<file path="src/rtl/pipe_hazard_ctrl.sv">
// pipe_hazard_ctrl
//
// Hazard and pipeline-control unit for the 5-stage RV32I core. It produces every
// PC/pipeline-register write enable, flush and bubble, plus the EX forwarding selects and
// the ID write-through bypass selects. It also handles a variable-latency data-memory wait
// with a timeout. It carries no datapath-width signals.
//
// Parameters
//   REG_AW        register address width
//   BRANCH_STAGE  stage where redirects resolve: 2 = EX, 3 = MEM
//   MEM_TIMEOUT   max frozen cycles for one data-memory access before forced release (>= 1)
//   CNT_W         performance-counter width
//
// Ports
//   clk, reset                         rising-edge clock, synchronous active-high reset
//   id_rs1/id_rs2, id_use_rs1/2        ID-stage source registers and their use flags
//   idex_rd/rs1/rs2, idex_reg_write,
//   idex_is_load                       ID/EX fields
//   exmem_rd, exmem_reg_write,
//   exmem_is_load                      EX/MEM fields
//   memwb_rd, memwb_reg_write          MEM/WB fields
//   redirect                           taken branch/jump resolved at BRANCH_STAGE
//   dmem_req, dmem_ready               EX/MEM load/store and data-memory completion
//   pc_write .. ex_mem_write           register write enables
//   if_id_flush .. mem_wb_bubble       bubble inserts
//   pc_sel_redirect                    next PC takes the redirect target
//   fwd_a, fwd_b                       EX operand select: 00 regfile, 10 EX/MEM, 01 MEM/WB
//   byp_a, byp_b                       ID read takes MEM/WB write data
//   mem_err                            sticky data-memory timeout flag
//   stall_cnt, flush_cnt               saturating performance counters
//
// Configuration macro
//   HAZARD_PERF_CNT_EN  when defined, stall_cnt/flush_cnt are implemented. When undefined,
//                       the counters are removed and both outputs are tied to zero.

module pipe_hazard_ctrl #(
   parameter int unsigned REG_AW       = 5,
   parameter int unsigned BRANCH_STAGE = 3,
   parameter int unsigned MEM_TIMEOUT  = 16,
   parameter int unsigned CNT_W        = 16
) (
   input  logic              clk,
   input  logic              reset,

   input  logic [REG_AW-1:0] id_rs1,
   input  logic [REG_AW-1:0] id_rs2,
   input  logic              id_use_rs1,
   input  logic              id_use_rs2,

   input  logic [REG_AW-1:0] idex_rd,
   input  logic [REG_AW-1:0] idex_rs1,
   input  logic [REG_AW-1:0] idex_rs2,
   input  logic              idex_reg_write,
   input  logic              idex_is_load,

   input  logic [REG_AW-1:0] exmem_rd,
   input  logic              exmem_reg_write,
   input  logic              exmem_is_load,

   input  logic [REG_AW-1:0] memwb_rd,
   input  logic              memwb_reg_write,

   input  logic              redirect,
   input  logic              dmem_req,
   input  logic              dmem_ready,

   output logic              pc_write,
   output logic              if_id_write,
   output logic              id_ex_write,
   output logic              ex_mem_write,

   output logic              if_id_flush,
   output logic              id_ex_flush,
   output logic              ex_mem_flush,
   output logic              mem_wb_bubble,

   output logic              pc_sel_redirect,

   output logic [1:0]        fwd_a,
   output logic [1:0]        fwd_b,
   output logic              byp_a,
   output logic              byp_b,

   output logic              mem_err,
   output logic [CNT_W-1:0]  stall_cnt,
   output logic [CNT_W-1:0]  flush_cnt
);

   localparam int unsigned       WcntW    = $clog2(MEM_TIMEOUT + 1);
   // Value of wcnt in the MEM_WAIT cycle that is released by timeout.
   localparam logic [WcntW-1:0]  WcntLast = WcntW'(MEM_TIMEOUT - 1);
   localparam logic              RedirFlushExMem = (BRANCH_STAGE == 3);

   typedef enum logic [0:0] {
      StRun,
      StMemWait
   } state_e;

   state_e            state_q, state_d;
   logic [WcntW-1:0]  wcnt_q, wcnt_d;
   logic              mem_err_q, mem_err_d;

   logic              freeze;
   logic              load_use;
   logic              exmem_fwd_ok;
   logic              memwb_fwd_ok;

   // ------------------------------------------------------------------------------------
   // Hazard decode
   // ------------------------------------------------------------------------------------

   assign load_use = idex_is_load && (idex_rd != '0) &&
                     ((id_use_rs1 && (id_rs1 == idex_rd)) ||
                      (id_use_rs2 && (id_rs2 == idex_rd)));

   // Load data is not available until MEM/WB, so an EX/MEM load is never a forward source.
   assign exmem_fwd_ok = exmem_reg_write && (exmem_rd != '0) && !exmem_is_load;
   assign memwb_fwd_ok = memwb_reg_write && (memwb_rd != '0);

   always_comb begin
      fwd_a = 2'b00;
      fwd_b = 2'b00;
      byp_a = 1'b0;
      byp_b = 1'b0;
      if (!reset) begin
         if (exmem_fwd_ok && (exmem_rd == idex_rs1)) begin
            fwd_a = 2'b10;
         end else if (memwb_fwd_ok && (memwb_rd == idex_rs1)) begin
            fwd_a = 2'b01;
         end

         if (exmem_fwd_ok && (exmem_rd == idex_rs2)) begin
            fwd_b = 2'b10;
         end else if (memwb_fwd_ok && (memwb_rd == idex_rs2)) begin
            fwd_b = 2'b01;
         end

         byp_a = memwb_fwd_ok && (memwb_rd == id_rs1);
         byp_b = memwb_fwd_ok && (memwb_rd == id_rs2);
      end
   end

   // ------------------------------------------------------------------------------------
   // Data-memory wait FSM
   // ------------------------------------------------------------------------------------

   always_comb begin
      state_d   = state_q;
      wcnt_d    = wcnt_q;
      mem_err_d = mem_err_q;
      freeze    = 1'b0;

      case (state_q)
         StRun: begin
            if (dmem_req && !dmem_ready) begin
               freeze  = 1'b1;
               state_d = StMemWait;
               wcnt_d  = '0;
            end
         end
         StMemWait: begin
            // The timeout cycle itself is released exactly like a ready cycle.
            if (dmem_ready || (wcnt_q == WcntLast)) begin
               state_d = StRun;
               wcnt_d  = '0;
            end else begin
               freeze = 1'b1;
               wcnt_d = wcnt_q + 1'b1;
            end
         end
         default: begin
            state_d = StRun;
            wcnt_d  = '0;
         end
      endcase

      // Flag the timeout on the clock that ends the last frozen cycle, so it is already
      // visible during the forced-release cycle.
      if (freeze && (wcnt_d == WcntLast)) begin
         mem_err_d = 1'b1;
      end
   end

   always_ff @(posedge clk) begin
      if (reset) begin
         state_q   <= StRun;
         wcnt_q    <= '0;
         mem_err_q <= 1'b0;
      end else begin
         state_q   <= state_d;
         wcnt_q    <= wcnt_d;
         mem_err_q <= mem_err_d;
      end
   end

   assign mem_err = mem_err_q;

   // ------------------------------------------------------------------------------------
   // Pipeline control, priority: reset > freeze > redirect > load-use > normal
   // ------------------------------------------------------------------------------------

   always_comb begin
      pc_write        = 1'b1;
      if_id_write     = 1'b1;
      id_ex_write     = 1'b1;
      ex_mem_write    = 1'b1;
      if_id_flush     = 1'b0;
      id_ex_flush     = 1'b0;
      ex_mem_flush    = 1'b0;
      mem_wb_bubble   = 1'b0;
      pc_sel_redirect = 1'b0;

      if (reset) begin
         pc_write      = 1'b0;
         if_id_write   = 1'b0;
         id_ex_write   = 1'b0;
         ex_mem_write  = 1'b0;
         if_id_flush   = 1'b1;
         id_ex_flush   = 1'b1;
         ex_mem_flush  = 1'b1;
         mem_wb_bubble = 1'b1;
      end else if (freeze) begin
         // Hold every stage; only MEM/WB drains as a bubble. A pending redirect stays
         // asserted by the held stage and is taken once the freeze releases.
         pc_write      = 1'b0;
         if_id_write   = 1'b0;
         id_ex_write   = 1'b0;
         ex_mem_write  = 1'b0;
         mem_wb_bubble = 1'b1;
      end else if (redirect) begin
         pc_sel_redirect = 1'b1;
         if_id_flush     = 1'b1;
         id_ex_flush     = 1'b1;
         ex_mem_flush    = RedirFlushExMem;
      end else if (load_use) begin
         pc_write    = 1'b0;
         if_id_write = 1'b0;
         id_ex_flush = 1'b1;
      end
   end

   // ------------------------------------------------------------------------------------
   // Performance counters
   // ------------------------------------------------------------------------------------

`ifdef HAZARD_PERF_CNT_EN
   logic             stall_evt;
   logic             flush_evt;
   logic [CNT_W-1:0] stall_cnt_q;
   logic [CNT_W-1:0] flush_cnt_q;

   // A load-use hit shadowed by a redirect is not a stall.
   assign stall_evt = freeze || (!redirect && load_use);
   assign flush_evt = !freeze && redirect;

   always_ff @(posedge clk) begin
      if (reset) begin
         stall_cnt_q <= '0;
         flush_cnt_q <= '0;
      end else begin
         if (stall_evt && (stall_cnt_q != '1)) begin
            stall_cnt_q <= stall_cnt_q + 1'b1;
         end
         if (flush_evt && (flush_cnt_q != '1)) begin
            flush_cnt_q <= flush_cnt_q + 1'b1;
         end
      end
   end

   assign stall_cnt = stall_cnt_q;
   assign flush_cnt = flush_cnt_q;
`else
   assign stall_cnt = '0;
   assign flush_cnt = '0;
`endif

endmodule

</file>
<file path="config.mk">
export PLATFORM = sky130hd
export DESIGN_NAME = pipe_hazard_ctrl
export DESIGN_NICKNAME = d
export VERILOG_FILES = /design/src/rtl/pipe_hazard_ctrl.sv
export SDC_FILE = /design/constraint.sdc
export NUM_CORES = 1
export LEC_CHECK = 0
export CAP_MARGIN = 20
export CORE_UTILIZATION = 34
export CTS_BUF_LIST = sky130_fd_sc_hd__clkbuf_8
export DETAILED_ROUTE_END_ITERATION = 10
export GPL_TIMING_DRIVEN = 0
export PLACE_DENSITY = 0.84
export SYNTH_ARGS = -nofsm -noshare
export SYNTH_HDL_FRONTEND = slang
export SYNTH_SLANG_ARGS = --single-unit
</file>
<file path="constraint.sdc">
create_clock -name clk -period 2.7 [get_ports clk]
set_clock_uncertainty 0.15 [all_clocks]
set_input_delay 0.405 -clock clk [delete_from_list [all_inputs] [get_ports clk]]
set_output_delay 0.405 -clock clk [all_outputs]
set_load 0.03 [all_outputs]
</file>
---- Word level (Yosys, flattened, before mapping) ----
Index checks and enable logic that the tools add are counted.
W data, S select, Z words.
cells by class
  bitwise logic cells ..................... 1
  $add $sub $neg .......................... 1
  muxes and demuxes ....................... 30
  equality and inequality tests ........... 10
  reduce and logical (&&, ||, !) cells .... 22
operators with widths
  cell                   number
  $eq A5 B5 Y1           8
  $mux W1                22
  $logic_and A1 B1 Y1    15
  $reduce_bool A5 Y1     3
  $eq A5 B4 Y1 const B   2
  $mux W5                2
  $pmux W5 S2            1
  $mux W2                4
  $add A5 B1 Y5 const B  1
  $logic_not A1 Y1       2
  $logic_or A1 B1 Y1     2
  $pmux W1 S2            1
  $not A1 Y1             1
storage, ports and cells
  word-level logic and storage cells ...... 67
  input port bits ......................... 47
  bits in registers ....................... 7

---- Longest topological paths before layout ----
Gate-level depths: netlist of the first run.
  depth after elaboration ................. 8
  mapped depth ............................ 7
  mapped depth without buffers ............ 7

---- Worst setup path before layout of the first run ----
Ideal clock, no wire load.
  path kind ............................... flip-flop to output port
  from .................................... reg wcnt_q[0]
  to ...................................... out pc_write
  required time ........................... 2145 ps
  cell stages (with the launch flop) ...... 8
  slack ................................... -95 ps
  buffers on the path ..................... 1
  data arrival time ....................... 2240 ps
  path through ............................ dfxtp_1 > ha_1 > and3_1 > ha_1 > a211o_2 > nor2b_1 > o31a_1 > buf_4
on the way
  cells in the longest elaborated chain, start to end .. 6
ends and longest elaborated chain
  element                   line  source
  start: declaration        100   logic [WcntW-1:0] wcnt_q, wcnt_d;
  start signal: assignment  191   wcnt_q <= wcnt_d;
  $eq A5 B4 Y1              163   if (dmem_ready || (wcnt_q == WcntLast)) begin
  $logic_or A1 B1 Y1        163
  $mux W1                   163
  $pmux W1 S2               153   case (state_q)
  $mux W1 (2 in series)     --
  end: declaration          67    output logic pc_write,
Every way passes these cells.

---- Final worst setup path of the first run ----
  from .................................... reg wcnt_q[0]
  to ...................................... out pc_write
on the way
  cells in the longest elaborated chain, start to end .. 6
ends and longest elaborated chain
  element             line  source
  $eq A5 B4 Y1        163
  $logic_or A1 B1 Y1  163
  $mux W1             163
  $pmux W1 S2         153
  $mux W1             222   end else if (freeze) begin
  $mux W1             213   if (reset) begin
Every way passes these cells.

==> impl_metrics.py, run 1 <==
metrics = {
    "final_layout": {
        "fin_nets": 294,
        "finalInstanceArea_um2": 1960,
        "nFillCells": 338,
        "seqCellArea_um2": 140,
        "syn2layout_area_growth_pct": 62.1,
        "n_antenna_cell": 0,
        "drive_above_1_share_pct": 28.7,
        "multi_input_area_um2": 903,
    },
    "detailed_routing": {
        "avgRoutedWirePerCell_um": 9.90,
        "dr.pass1.iters": 4,
        "vias": 1224,
        "via_per_inst": 4.22,
        "routed_wl_mm": 2.87,
        "drc": 0,
        "ant_nets": 0,
        "first_iter_violations": 17,
    },
    "setup_path": {
        "r2r_end": "mem_err",
        "path_cells": "ha_1, and3_1, ha_1, a211o_2, nor2b_2, o31a_1, buf_4, buf_4",
        "crit_fanout": 5,
        "start_kind": "flip-flop",
        "worstRegToRegCells": 7,
        "timing.rr.start": "wcnt_q[0]",
        "endpoint_kind": "primary output",
        "crit_buf_inv": 2,
        "cpMaxStageDelayCell": "dfxtp_1",
        "crit_type": "flip-flop to primary output",
        "worstPathArrival_ns": 2.09,
        "max_stage_delay_ns": 0.33,
        "reg2reg_slack_ns": 0.57,
        "critPathTopFamily": "compound AO/OA/AOI/OAI gates",
        "critPathRequiredTime_ns": 2.14,
    },
    "synth": {
        "synth_top_cell_by_area": "buf_4",
        "ys_types": 35,
        "synth_area_per_cell_um2": 7.90,
        "synthDominantCellAreaShare_pct": 21.7,
        "synth_most_common_cell": "buf_4",
        "synth_ff_type": "dfxtp_1",
        "yosys_warnings": 0,
        "seq_area_frac_synth_pct": 11.6,
        "syn-instance-count": 153,
        "synth-edff-count": 0,
        "synth.ff_latch_count": 7,
        "syn_area_um2": 1210,
        "ys_async_sr_fraction_pct": 0,
        "synthTopCellsByCount": "buf_4, xor2_1, xnor2_1",
        "synth.area.top_cells": "buf_4, xor2_1, dfxtp_1, xnor2_1, nor2_1",
    },
    "grt": {
        "track_usage_pct": 14.9,
        "grt_pass1_wl_mm": 4.25,
        "grt_pass1_vias": 1035,
        "antenna_found_initial": 0,
        "grt.overflow.total": 0,
        "grt_max_degree": 11,
    },
    "clock_network": {
        "insertion_delay_ns": 0.23,
        "cts_buffer_depth": 2,
        "cts.clk_slew.worst_paths_ns": 0.04,
        "h-tree-depth": 1,
        "cts_tree": "yes",
        "cts.sinks": 7,
        "cts_buffers": 3,
        "ctsHoldBuffers": 0,
        "cts_root_buffer": "clkbuf_8",
        "post_cts_buffers": 0,
    },
    "status": {
        "status": "finished, final reports clean",
    },
    "timing": {
        "tns_ns": 0,
        "setup_violations": 0,
        "hold_viol": 0,
        "min_period_over_period_pct": 98.1,
        "finalCriticalPeriod_ns": 2.65,
        "maxSlewViolCount": 0,
        "fmax_mhz": 377,
        "grt_setup_unrepaired": "yes",
    },
    "place": {
        "placed_area_um2": 1950,
        "globalplace.congestion": 0.762,
        "hpwl_mm": 2.51,
        "portBuffers": 56,
    },
    "power_and_ir_drop": {
        "power_per_cell_area_nw_per_um2": 278,
        "max-vdd-ir-drop_uv": 117,
        "power.leakage_nw": 0.949,
    },
    "floorplanning": {
        "initial_core_util_pct": 35.9,
        "fp.coreArea_um2": 3360,
        "die_area_um2": 3800,
        "ios": 95,
        "rows": 21,
        "die_w_um": 61.6,
        "die_y_um": 61.6,
    },
    "worst_hold_path": {
        "hold_depth": 2,
        "min_from": "wcnt_q[4]",
        "min_to": "wcnt_q[4]",
        "worstHoldPathType": "flip-flop to flip-flop",
    },
    "flow_run": {
        "cap_viol_max_count": 0,
    },
}
[cell usage in the layout, fill, tap and decap left out, types with 2 or more instances in the layout]
cell             netlist  layout
inv_1                  3       4
clkbuf_8               0       3
dlymetal6s2s_1         0       4
nor3_1                 2       2
xor2_1                25      25
a22oi_1                2       2
nor4_1                 6       5
nor2_1                10      10
nor2b_2                0       2
nor2b_1                6       4
ha_1                   2       2
o21ai_2                1       2
buf_4                 35      37
a21oi_1                4       3
nor4_2                 1       2
clkdlybuf4s50_1        0      35
dlygate4sd2_1          0       5
dfxtp_1                7       7
nand3_1                5       5
buf_2                  6      14
or4_1                  4       3
conb_1                 1      32
xnor2_1               16      16
clkbuf_2               0       2
[worst max-delay path by stage]
| stage | startpoint | endpoint | slack, ns | depth (start not counted) |
|---|---|---|---|---|
| after floorplan | wcnt_q[0] | pc_write | 0.13 | 7 |
| after global placement | exmem_rd[1] | fwd_a[0] | -0.53 | 6 |
| after detailed placement | exmem_rd[1] | fwd_a[0] | -0.57 | 6 |
| after CTS | idex_rd[2] | pc_write | 0.0003 | 7 |
| after global routing | wcnt_q[0] | pc_write | -0.02 | 8 |
| final | wcnt_q[0] | pc_write | 0.05 | 8 |
[stage by stage]
stage	instances	total power, mW	setup slack (ns)	hold slack [ns]	util, %
3_5_place_dp	286	0.410	-0.568	0.360	57.8
3_3_place_gp	286	0.407	-0.527	0.322	57.8
5_1_grt	290	0.582	-0.0225	0.418	58.3
6_report	290	0.545	0.0506	0.368	58.3
2_1_floorplan	184	0.305	0.133	0.304	-
4_1_cts	290	0.548	0.000266	0.371	58.7
[state kept, by name (all words and copies together) (netlist names)]
| signal | count |
|---|---|
| wcnt_q | 5 |
| mem_err | 1 |
| state_q | 1 |
[power breakdown]
part           total, mW  switching, mW  leakage (nW)  internal [mW]
Combinational      0.296          0.158         0.865          0.138
Clock              0.142         0.0441        0.0269         0.0981
Sequential         0.107        0.00149        0.0566          0.105
Total              0.545          0.203         0.949          0.342
[worst reg2reg max path, cell delays in order (launching register included)]
cell	delay [ns]
dfxtp_1	0.33
ha_1	0.23
and3_1	0.19
ha_1	0.20
or3b_4	0.40
o22ai_1	0.13
a21oi_1	0.11
o41ai_2	0.29
[cells by family after synthesis]
family	after synthesis	synth area share, %
adders and majority gates	2	2.07
buffers and inverters	44	25.2
other	1	0.310
xor gates and xnor gates	41	29.7
and+or+nand+nor	43	21.9
DFF	7	11.6
AOI/OAI and AO/OA	15	9.21
[layer usage]
metal / track usage [%] / vias to the layer above / wire (um)
met3: 1.68 / 4 / 161
met4: 7.62 / 0 / 40
li1: - / 631 / -
met5: 0 / - / 0
met2: 28.0 / 49 / 1530
met1: 16.4 / 540 / 1140
[area by class of cell]
cell class / count / share of cell area [%]
Multi-Input combinational cell: 133 / 46.1
Timing Repair Buffer: 56 / 26.0
Buffer: 41 / 14.9
Sequential cell: 7 / 7.15
Tap cell: 46 / 2.94
Clock buffer: 3 / 2.11
Inverter: 3 / 0.575
Clock inverter: 1 / 0.192
[repair_timing]
item,4_1_cts,5_1_grt
resized for setup,53,23
setup endpoints to repair,15,10
gates cloned,0,0
pin swaps,2,3
No activity file was read; power rests on OpenSTA's default activity.
==> run 2: changes to the inputs <==
--- a/config.mk
+++ b/config.mk
@@ -5,7 +5,7 @@
 export SDC_FILE = /design/constraint.sdc
 export NUM_CORES = 1
 export LEC_CHECK = 0
-export CAP_MARGIN = 20
+export CAP_MARGIN = 10
 export CORE_UTILIZATION = 34
 export CTS_BUF_LIST = sky130_fd_sc_hd__clkbuf_8
 export DETAILED_ROUTE_END_ITERATION = 10
==> results of run 2 <==
Final layout, timing and power as in run 1 (identical DEF).
